**src/rtl/ecall_uart_pkg.sv**
```systemverilog
// Shared types and constants for the ecall-to-UART sink.
package ecall_uart_pkg;

    typedef enum logic [1:0] {
        IDLE  = 2'd0,
        START = 2'd1,
        DATA  = 2'd2,
        STOP  = 2'd3
    } state_e;

    localparam int unsigned BYTES_PER_WORD = 4;
    localparam int unsigned BITS_PER_BYTE  = 8;
    localparam int unsigned WORD_W         = BYTES_PER_WORD * BITS_PER_BYTE;
    localparam int unsigned BIT_W          = $clog2(BITS_PER_BYTE);
    localparam int unsigned BYTE_W         = $clog2(BYTES_PER_WORD);

endpackage

```
**src/rtl/ecall_fifo.sv**
```systemverilog
// Synchronous FIFO; a push into a full FIFO is still taken when a pop frees the slot on the same edge.
module ecall_fifo #(
    parameter int unsigned DEPTH  = 8,
    parameter int unsigned DATA_W = 32,
    parameter int unsigned CNT_W  = $clog2(DEPTH) + 1
) (
    input  logic              clk,
    input  logic              rst_n,
    input  logic              push,
    input  logic              pop,
    input  logic [DATA_W-1:0] wdata,
    output logic [DATA_W-1:0] rdata_c,
    output logic              full_c,
    output logic              empty_c,
    output logic [CNT_W-1:0]  count
);

    localparam int unsigned PTR_W = $clog2(DEPTH);

    logic [DATA_W-1:0] mem_q [DEPTH];
    logic [PTR_W-1:0]  wr_ptr_q, wr_ptr_d;
    logic [PTR_W-1:0]  rd_ptr_q, rd_ptr_d;
    logic [CNT_W-1:0]  count_q, count_d;
    logic              pop_ok;
    logic              push_ok;

    // Pointers wrap naturally because DEPTH is a power of two.
    always_comb begin
        full_c   = (count_q == CNT_W'(DEPTH));
        empty_c  = (count_q == '0);
        pop_ok   = pop && !empty_c;
        push_ok  = push && (!full_c || pop_ok);
        wr_ptr_d = wr_ptr_q;
        rd_ptr_d = rd_ptr_q;
        count_d  = count_q;
        if (push_ok) begin
            wr_ptr_d = wr_ptr_q + PTR_W'(1);
        end
        if (pop_ok) begin
            rd_ptr_d = rd_ptr_q + PTR_W'(1);
        end
        if (push_ok && !pop_ok) begin
            count_d = count_q + CNT_W'(1);
        end else if (!push_ok && pop_ok) begin
            count_d = count_q - CNT_W'(1);
        end
    end

    always_ff @(posedge clk or negedge rst_n) begin
        if (!rst_n) begin
            wr_ptr_q <= '0;
            rd_ptr_q <= '0;
            count_q  <= '0;
        end else begin
            wr_ptr_q <= wr_ptr_d;
            rd_ptr_q <= rd_ptr_d;
            count_q  <= count_d;
        end
    end

    always_ff @(posedge clk) begin
        if (push_ok) begin
            mem_q[wr_ptr_q] <= wdata;
        end
    end

    assign rdata_c = mem_q[rd_ptr_q];
    assign count   = count_q;

endmodule

```
**src/rtl/ecall_uart_tx.sv**
```systemverilog
// Captures CPU ecall words into a FIFO and shifts them out as four 8N1 UART bytes, LSB byte first.
module ecall_uart_tx
    import ecall_uart_pkg::*;
#(
    parameter int unsigned CLK_DIV    = 434,
    parameter int unsigned FIFO_DEPTH = 8,
    parameter int unsigned CNT_W      = $clog2(FIFO_DEPTH) + 1
) (
    input  logic              i_clk,
    input  logic              i_rst_n,
    input  logic              i_ecall_ready,
    input  logic [31:0]       i_ecall_data,
    input  logic              i_clear,
    output logic              o_uart_tx,
    output logic              o_busy,
    output logic [CNT_W-1:0]  o_fifo_count,
    output logic              o_overflow,
    output logic [31:0]       o_last_data
);

    localparam int unsigned BAUD_W = $clog2(CLK_DIV);

    state_e              state_q, state_d;
    logic [BAUD_W-1:0]   baud_q, baud_d;
    logic [BIT_W-1:0]    bit_idx_q, bit_idx_d;
    logic [BYTE_W-1:0]   byte_idx_q, byte_idx_d;
    logic [WORD_W-1:0]   word_q, word_d;
    logic                tx_q, tx_d;
    logic                busy_q, busy_d;
    logic                overflow_q, overflow_d;
    logic [WORD_W-1:0]   last_data_q, last_data_d;

    logic                fifo_pop;
    logic                fifo_full;
    logic                fifo_empty;
    logic [WORD_W-1:0]   fifo_rdata;
    logic [CNT_W-1:0]    fifo_count;

    logic                baud_wrap;
    logic [BIT_W-1:0]    nxt_bit;
    logic [BITS_PER_BYTE-1:0] cur_byte;
    logic                accept;

    ecall_fifo #(
        .DEPTH  (FIFO_DEPTH),
        .DATA_W (WORD_W),
        .CNT_W  (CNT_W)
    ) u_fifo (
        .clk     (i_clk),
        .rst_n   (i_rst_n),
        .push    (i_ecall_ready),
        .pop     (fifo_pop),
        .wdata   (i_ecall_data),
        .rdata_c (fifo_rdata),
        .full_c  (fifo_full),
        .empty_c (fifo_empty),
        .count   (fifo_count)
    );

    // Line FSM: the next line level is registered, so tx changes only on a baud wrap or the pop.
    always_comb begin
        state_d     = state_q;
        baud_d      = baud_q;
        bit_idx_d   = bit_idx_q;
        byte_idx_d  = byte_idx_q;
        word_d      = word_q;
        tx_d        = tx_q;
        fifo_pop    = 1'b0;
        baud_wrap   = (baud_q == BAUD_W'(CLK_DIV - 1));
        nxt_bit     = bit_idx_q + BIT_W'(1);
        cur_byte    = word_q[{byte_idx_q, 3'b000} +: BITS_PER_BYTE];

        case (state_q)
            IDLE: begin
                tx_d   = 1'b1;
                baud_d = '0;
                if (!fifo_empty) begin
                    fifo_pop   = 1'b1;
                    word_d     = fifo_rdata;
                    byte_idx_d = '0;
                    bit_idx_d  = '0;
                    tx_d       = 1'b0;
                    state_d    = START;
                end
            end
            START: begin
                if (baud_wrap) begin
                    baud_d    = '0;
                    bit_idx_d = '0;
                    tx_d      = cur_byte[0];
                    state_d   = DATA;
                end else begin
                    baud_d = baud_q + BAUD_W'(1);
                end
            end
            DATA: begin
                if (baud_wrap) begin
                    baud_d = '0;
                    if (bit_idx_q == BIT_W'(BITS_PER_BYTE - 1)) begin
                        tx_d    = 1'b1;
                        state_d = STOP;
                    end else begin
                        bit_idx_d = nxt_bit;
                        tx_d      = cur_byte[nxt_bit];
                    end
                end else begin
                    baud_d = baud_q + BAUD_W'(1);
                end
            end
            STOP: begin
                if (baud_wrap) begin
                    baud_d = '0;
                    if (byte_idx_q != BYTE_W'(BYTES_PER_WORD - 1)) begin
                        byte_idx_d = byte_idx_q + BYTE_W'(1);
                        bit_idx_d  = '0;
                        tx_d       = 1'b0;
                        state_d    = START;
                    end else begin
                        tx_d    = 1'b1;
                        state_d = IDLE;
                    end
                end else begin
                    baud_d = baud_q + BAUD_W'(1);
                end
            end
            default: begin
                tx_d    = 1'b1;
                baud_d  = '0;
                state_d = IDLE;
            end
        endcase

        busy_d = (state_d != IDLE);

        // A drop on the same edge as a clear leaves the flag set.
        accept      = i_ecall_ready && (!fifo_full || fifo_pop);
        overflow_d  = overflow_q;
        if (i_clear) begin
            overflow_d = 1'b0;
        end
        if (i_ecall_ready && !accept) begin
            overflow_d = 1'b1;
        end
        last_data_d = accept ? i_ecall_data : last_data_q;
    end

    always_ff @(posedge i_clk or negedge i_rst_n) begin
        if (!i_rst_n) begin
            state_q     <= IDLE;
            baud_q      <= '0;
            bit_idx_q   <= '0;
            byte_idx_q  <= '0;
            word_q      <= '0;
            tx_q        <= 1'b1;
            busy_q      <= 1'b0;
            overflow_q  <= 1'b0;
            last_data_q <= '0;
        end else begin
            state_q     <= state_d;
            baud_q      <= baud_d;
            bit_idx_q   <= bit_idx_d;
            byte_idx_q  <= byte_idx_d;
            word_q      <= word_d;
            tx_q        <= tx_d;
            busy_q      <= busy_d;
            overflow_q  <= overflow_d;
            last_data_q <= last_data_d;
        end
    end

    assign o_uart_tx    = tx_q;
    assign o_busy       = busy_q;
    assign o_fifo_count = fifo_count;
    assign o_overflow   = overflow_q;
    assign o_last_data  = last_data_q;

endmodule

```
**config.mk**
```make
export PLATFORM = sky130hd
export DESIGN_NAME = ecall_uart_tx
export DESIGN_NICKNAME = d
export VERILOG_FILES = /design/src/rtl/ecall_uart_pkg.sv /design/src/rtl/ecall_fifo.sv /design/src/rtl/ecall_uart_tx.sv
export SDC_FILE = /design/constraint.sdc
export NUM_CORES = 1
export LEC_CHECK = 0
export CELL_PAD_IN_SITES_DETAIL_PLACEMENT = 1
export CELL_PAD_IN_SITES_GLOBAL_PLACEMENT = 1
export CORE_MARGIN = 3
export CORE_UTILIZATION = 46
export DETAILED_ROUTE_END_ITERATION = 10
export PLACE_DENSITY = 0.76
export SLEW_MARGIN = 25
export SYNTH_ARGS = -nofsm -noshare
export SYNTH_HDL_FRONTEND = slang
export SYNTH_SLANG_ARGS = --single-unit
```
**constraint.sdc**
```tcl
create_clock -name i_clk -period 4.4 [get_ports i_clk]
set_input_delay 0.88 -clock i_clk [delete_from_list [all_inputs] [get_ports i_clk]]
set_output_delay 0.88 -clock i_clk [all_outputs]
set_load 0.05 [all_outputs]
```
After elaboration in Yosys (flattened, before gate mapping) --
Memories as Yosys holds them, arrays and structs flattened. A register that Yosys moved wholly into a read port is not among the register bits. Cells that the tools add are included.
Storage, ports and cells: register bits 61, bits in latches 0, bits in writable memories 256, ROM bits 0, memories 1
Operators by class: add/sub/neg operators 7, multiply operators 0, divide/modulo/power cells 0, order comparisons 1, eq/ne operators 13, shifts and indexed selects 1, muxes and demuxes 37, bitwise logic cells 1, reductions and logical operators 25
Memory list:
- u_fifo.mem_q | depth 8, width 32, rd ports 1, clocked after Yosys merged registers in 1, wr ports 1, line ecall_fifo.sv:20 | logic [DATA_W-1:0] mem_q [DEPTH];
Operators with widths (number):
- indexed part select 32 x 6 -> 8 bit | 1
- two-way mux 3 bit | 6
- one-hot mux 9 bit (2 select lines) | 1
- two-way mux 2 bit | 8
- two-way mux 1 bit | 14
- inequality test 2 bit (second input constant) | 7
- one-hot mux 3 bit (4 select lines) | 1
- adder 3 x 1 -> 3 bit (second input constant) | 3
- adder 9 x 1 -> 9 bit (second input constant) | 1
- equality test 9 bit (second input constant) | 1
- two-way mux 9 bit | 1
- two-way mux 4 bit | 2
- one-hot mux 2 bit (4 select lines) | 1
- nonzero test 2 bit | 4
- logical AND 1 bit | 6
- zero test 1 bit | 6
- AND reduction 6 bit | 1
- adder 4 x 1 -> 4 bit (second input constant) | 1
- equality test 2 bit (second input constant) | 2
- equality test 4 bit (second input constant) | 1
- zero test 4 bit | 1
- < comparator 3 x 4 -> 1 bit (second input constant) | 1
- one-hot mux 1 bit (4 select lines) | 1
- one-hot mux 2 bit (2 select lines) | 1
- other kinds (12) | 13

Depth between registers and ports, before layout --
depth in word-level cells 10, depth in mapped cells 13, gate-level depth less buffers 12

By module --
A second synthesis with hierarchy kept.
Second synthesis, totals: cell total of the unflattened synthesis 767, area, all modules 13937.1 µm²
Modules (own cells, without submodules):
- ecall_fifo | instances 1, cells each 433, area each 10262.3 µm²
- ecall_uart_tx | instances 1, cells each 334, area each 3674.8 µm²

Worst setup path before layout --
No wires, ideal clock.
kind register -> register, start point register u_fifo.count_q[0] (netlist: u_fifo.count[0]), end point memory u_fifo.mem_q[2][0] (enable), setup time 0.513 ns, data arrival time 4.635 ns, required time 3.887 ns, slack -0.748 ns, stages on the path, launching flop included 5, path buffers 1, clock period less this slack 5.148 ns, cell sequence dfrtp_1 nor4_1 nand2b_1 buf_2 nor4b_1
On the way: longest elaborated chain between the ends 8
RTL lines:
- start: declaration | line ecall_fifo.sv:23 | logic [CNT_W-1:0] count_q, count_d;
- start signal: assignment | line ecall_fifo.sv:57 | count_q <= count_d;
- zero test 4 bit | line ecall_fifo.sv:30 | empty_c = (count_q == '0);
- two-way mux 1 bit | line ecall_uart_tx.sv:77 | if (!fifo_empty) begin
- two-way mux 1 bit | line ecall_uart_tx.sv:73 | case (state_q)
- logical AND 1 bit | line ecall_fifo.sv:31 | pop_ok = pop && !empty_c;
- logical OR 1 bit * | line ecall_fifo.sv:32 | push_ok = push && (!full_c || pop_ok);
- logical AND 1 bit * | line ecall_fifo.sv:32
- two-way mux 1 bit * | line ecall_fifo.sv:62 | if (push_ok) begin
- two-way mux 1 bit (not written as such) * | line ecall_fifo.sv:63 | mem_q[wr_ptr_q] <= wdata;
- end: declaration | line ecall_fifo.sv:20
Every way passes the cells marked *; elsewhere a longest branch is shown, timed or not.

Worst setup path in the final report --
start point register state_q[1], end point register u_fifo.count_q[3] (netlist: u_fifo.count[3])
On the way: longest elaborated chain between the ends 8
RTL lines:
- start: declaration | line ecall_uart_tx.sv:23 | state_e state_q, state_d;
- start signal: assignment | line ecall_uart_tx.sv:159 | state_q <= state_d;
- zero test 2 bit * | line ecall_uart_tx.sv:73
- two-way mux 1 bit * | line ecall_uart_tx.sv:73
- logical AND 1 bit * | line ecall_fifo.sv:31
- logical OR 1 bit | line ecall_fifo.sv:32
- logical AND 1 bit | line ecall_fifo.sv:32
- zero test 1 bit | line ecall_fifo.sv:44 | end else if (!push_ok && pop_ok) begin
- logical AND 1 bit | line ecall_fifo.sv:44
- nonzero test 2 bit (no line)
Marks and branches as above. A chain may end at the register's enable or synchronous reset.

==> run summary <==
For the worst-skew pair, the clock arrives at the later sink with an insertion delay of 540 ps. The total negative slack was 0 ps. The number of instances in the placed design was 1226; the top-level I/O count was 75. Setup fix buffers added after clock tree synthesis: 0. For the leakage power summed over all cells, the log shows 5.791 nW. The first global-routing pass estimated 48.54 mm of wire.

For the half-perimeter wire length after placement, the log shows 19.61 mm. The worst pin sits at a relative slew slack of 37.95%. The clock sink count was 349.

Counting every net in the synthesized netlist gives 833. The run gives 1296 as the non-filler instance count after layout. Once detail routing completed, the nets flagged for antenna violations numbered 0. The run gives 55.93% as the core utilization of the finished layout. The worst clock skew on the final layout was 18.90 ps. The most used standard cell by instance count after synthesis was sky130_fd_sc_hd__edfxtp_1. Number of vias per cell after detailed routing: 5.582.

Final number of hold-violating endpoints: 0. After layout, the worst path uses 73.09% of the clock period. No sink is reached through more buffers than the 3 on the longest clock path.

The largest single stage delay on the critical path is 610 ps. Gates resized during post-CTS repair numbered 0. The fraction of synthesized cell area taken by the top area cell type was 56.04%; the fraction of layout cells with a size suffix above 1 was 18.64%.

The run gives 0 as the final setup violation count. The overall track demand over capacity in global routing came out at 20.54%. The worst register-to-register path ends at u_fifo.count[3]$_DFFE_PN0P_.

The first detailed-routing pass ran for 5 iterations. Setup repair after global routing left no endpoint under its margin. For this block, the via count after detailed routing is 7234.

After filler insertion, the fill cell instance count of the layout stands at 2641. The tools report the number of antenna violations at the first check in global routing as 1. Entering global routing, the biggest net connects 70 pins.

The total overflow left after global routing is 0. The worst slack on hold paths is 295.8 ps. In the synthesized netlist the async set-or-reset flop fraction comes to 26.65%. The antenna diode count came out at 0. In this design, the critical path's most frequently occurring cell is sky130_fd_sc_hd__ha_1. CTS placed an instance of sky130_fd_sc_hd__clkbuf_16 at the clock tree root.

TritonCTS built the clock tree. The clock transition at the registers of the reported paths is 60 ps, and the maximum vdd ir drop is 0.3782 mV. For the worst setup path, the data arrival time is 3620 ps.

The worst setup path is launched from a flip-flop. Final-report max-slew violation count: 0. Counting flops and latches in the post-synthesis netlist gives 349.

For the worst setup path, the data required time is 4810 ps. Counting flops with a built-in enable in the synthesized netlist gives 256. Setup slack on the worst reg-to-reg path comes out at 1180 ps. Biggest area consumer among synthesized cells: sky130_fd_sc_hd__edfxtp_1. After synthesis, the most frequently instantiated cells are sky130_fd_sc_hd__edfxtp_1 (256), sky130_fd_sc_hd__nand2_1 (150), sky130_fd_sc_hd__dfrtp_1 (92). The worst register-to-register path begins at state_q[1]$_DFF_PN0_.

The number of buffers created by CTS is 38. Type of the worst setup path: flip-flop to flip-flop. The die covers 0.03193 mm². Static timing analysis puts the maximum clock frequency at 311.0 MHz. The run finished with clean final reports.

The depth of the worst register-to-register path is 12. The tools report the residual DRC count as 0. The tools report the synthesized netlist cell count as 786. The initial utilization of the core area, before any placement, comes to 47.28%.

The post-detailed-routing wire length was 31.42 mm; the die outline height was 178.7 µm. The cell area after synthesis was 0.01372 mm². The power per cell area was 560.2 mW/mm²; the via count of the first global-routing pass was 7980. The clock tree synthesis step divided the H-tree into 2 levels. During synthesis, Yosys emitted a total of 0 warnings. By area the synthesized netlist is led by sky130_fd_sc_hd__edfxtp_1 (56%), sky130_fd_sc_hd__dfrtp_1 (17%), sky130_fd_sc_hd__mux4_2 (11%). Path class of the lowest-slack min-delay path: primary input to asynchronous set/reset pin. The critical path goes through o21ai_0, nor4_1, nand2b_2, inv_2, ha_1, inv_1, ha_1, a21o_1, a21oi_1, xnor2_1, nor2_1, xor2_1. The slowest stage of the critical path belongs to the cell sky130_fd_sc_hd__dfrtp_1. The quantity of I/O buffers inserted on ports is 74, and the sequential-to-total area share from yosys stat is 73.02%. The number of hold buffers added after CTS was 0. The total design power was 0.009091 W; the transition time of the tightest slew-check pin was 930.8 ps.

STA classifies the critical path endpoint as a flip-flop. The tools report the reported max-cap violation count as 0. The dominant synthesized flop cell is sky130_fd_sc_hd__edfxtp_1.

The area growth from synthesis to final layout is 18.30%. The shortest clock period the worst path allows after layout is 3216 ps, and the wire length per cell is 24.24 µm. Width of the die: 178.7 µm. Routability-driven placement finished with a final weighted congestion of 0.7391. The net count of the finished layout is 929. The initialized floorplan defines 62 standard-cell rows.

After synthesis, the netlist uses 44 different library cells. The region available for standard cell placement spans 0.02901 mm². In this run, the number of DRC markers left after iteration 0 of detailed routing was 594.

Of all nets on the critical path, the largest fanout is 18. The mean cell area of the mapped netlist was 17.45 µm².
[worst max-delay path by stage]
stage	startpoint	to	depth (start not counted)
after CTS	state_q[1]$_DFF_PN0_	u_fifo.count[3]$_DFFE_PN0P_	12
after detailed placement	i_ecall_ready	u_fifo.count[3]$_DFFE_PN0P_	11
after global routing	state_q[1]$_DFF_PN0_	u_fifo.count[3]$_DFFE_PN0P_	12
final	state_q[1]$_DFF_PN0_	u_fifo.count[3]$_DFFE_PN0P_	12
after global placement	i_ecall_ready	u_fifo.count[3]$_DFFE_PN0P_	11
after floorplan	u_fifo.count[0]$_DFFE_PN0P_	u_fifo.mem_q[6][0]$_DFFE_PP_	5
[flip-flops by register name, indices dropped and copies added (netlist names)]
name / cells
u_fifo.mem_q: 256
u_fifo.wr_ptr_q: 3
word_q: 32
bit_idx_q: 3
byte_idx_q: 2
baud_q: 9
o_last_data: 32
o_busy: 1
u_fifo.count: 4
o_overflow: 1
u_fifo.rd_ptr_q: 3
state_q: 2
o_uart_tx: 1
[layout by cell type, fill, tap and decap left out, types with 3 or more instances in the layout]
cell type	count
sky130_fd_sc_hd__edfxtp_1	256
sky130_fd_sc_hd__nand2_1	150
sky130_fd_sc_hd__dfrtp_1	89
sky130_fd_sc_hd__clkdlybuf4s50_1	73
sky130_fd_sc_hd__mux4_2	67
sky130_fd_sc_hd__clkbuf_16	39
sky130_fd_sc_hd__o21ai_0	38
sky130_fd_sc_hd__mux2i_1	35
sky130_fd_sc_hd__buf_4	20
sky130_fd_sc_hd__nor2_1	19
sky130_fd_sc_hd__xnor2_1	13
sky130_fd_sc_hd__ha_1	10
sky130_fd_sc_hd__clkinv_1	9
sky130_fd_sc_hd__clkinv_2	8
sky130_fd_sc_hd__inv_1	7
sky130_fd_sc_hd__nand3_1	6
sky130_fd_sc_hd__mux4_1	5
sky130_fd_sc_hd__clkbuf_1	5
sky130_fd_sc_hd__nand4b_1	4
sky130_fd_sc_hd__mux2_2	4
sky130_fd_sc_hd__bufinv_16	4
sky130_fd_sc_hd__xor2_1	3
sky130_fd_sc_hd__nor3_2	3
[through the flow]
stage / area (µm²) / setup WS, ps
2_1_floorplan: 13730 / 222.3
3_3_place_gp: 14990 / 1001
4_1_cts: 16230 / 1134
5_1_grt: 16230 / 859.0
6_report: 16230 / 1184
3_5_place_dp: 14990 / 929.2
[layout make-up]
cell class	instances	area [µm²]	share of cell area [%]
flip-flops and latches	349	10020	61.76
multi-input cells	389	3528	21.74
clock buffers	44	994.7	6.130
repair buffers	95	920.9	5.675
well taps	384	480.5	2.961
clock inverters	26	246.5	1.519
inverters	9	33.78	0.2082
[power by group]
part / internal (W) / switching [W]
Clock: 0.00187 / 0.00129
Combinational: 0.000557 / 0.00100
Sequential: 0.00408 / 0.000293
[per-layer routing]
metal / part of all wire, % / global-route usage, % / wire length [µm] / vias up
li1: - / - / - / 3184
met1: 41 / 27.06 / 12910 / 3819
met2: 52 / 34.91 / 16260 / 181
met3: 4.8 / 3.854 / 1505 / 48
met4: 2.3 / 6.461 / 729 / 2
met5: 0.041 / 0 / 13 / -
[kinds of logic (layout without fill, tap and decap cells)]
family	count (synthesis)	count (layout)	synth area share (%)
compound gates	48	48	1.943
xor+xnor	16	16	1.022
fa+ha+maj	11	11	1.058
buf+inv	48	174	1.733
flops	349	349	73.02
mux	111	111	14.84
simple gates	203	203	6.385
[critical path: cells and delay by family, from the launching register on]
kind | cells | cell delay, ps
xor+xnor | 2 | 280
fa+ha+maj | 2 | 500
flops | 1 | 610
buf+inv | 2 | 310
compound gates | 3 | 470
simple gates | 3 | 910
Note: power is estimated with default switching activity, not from simulation.
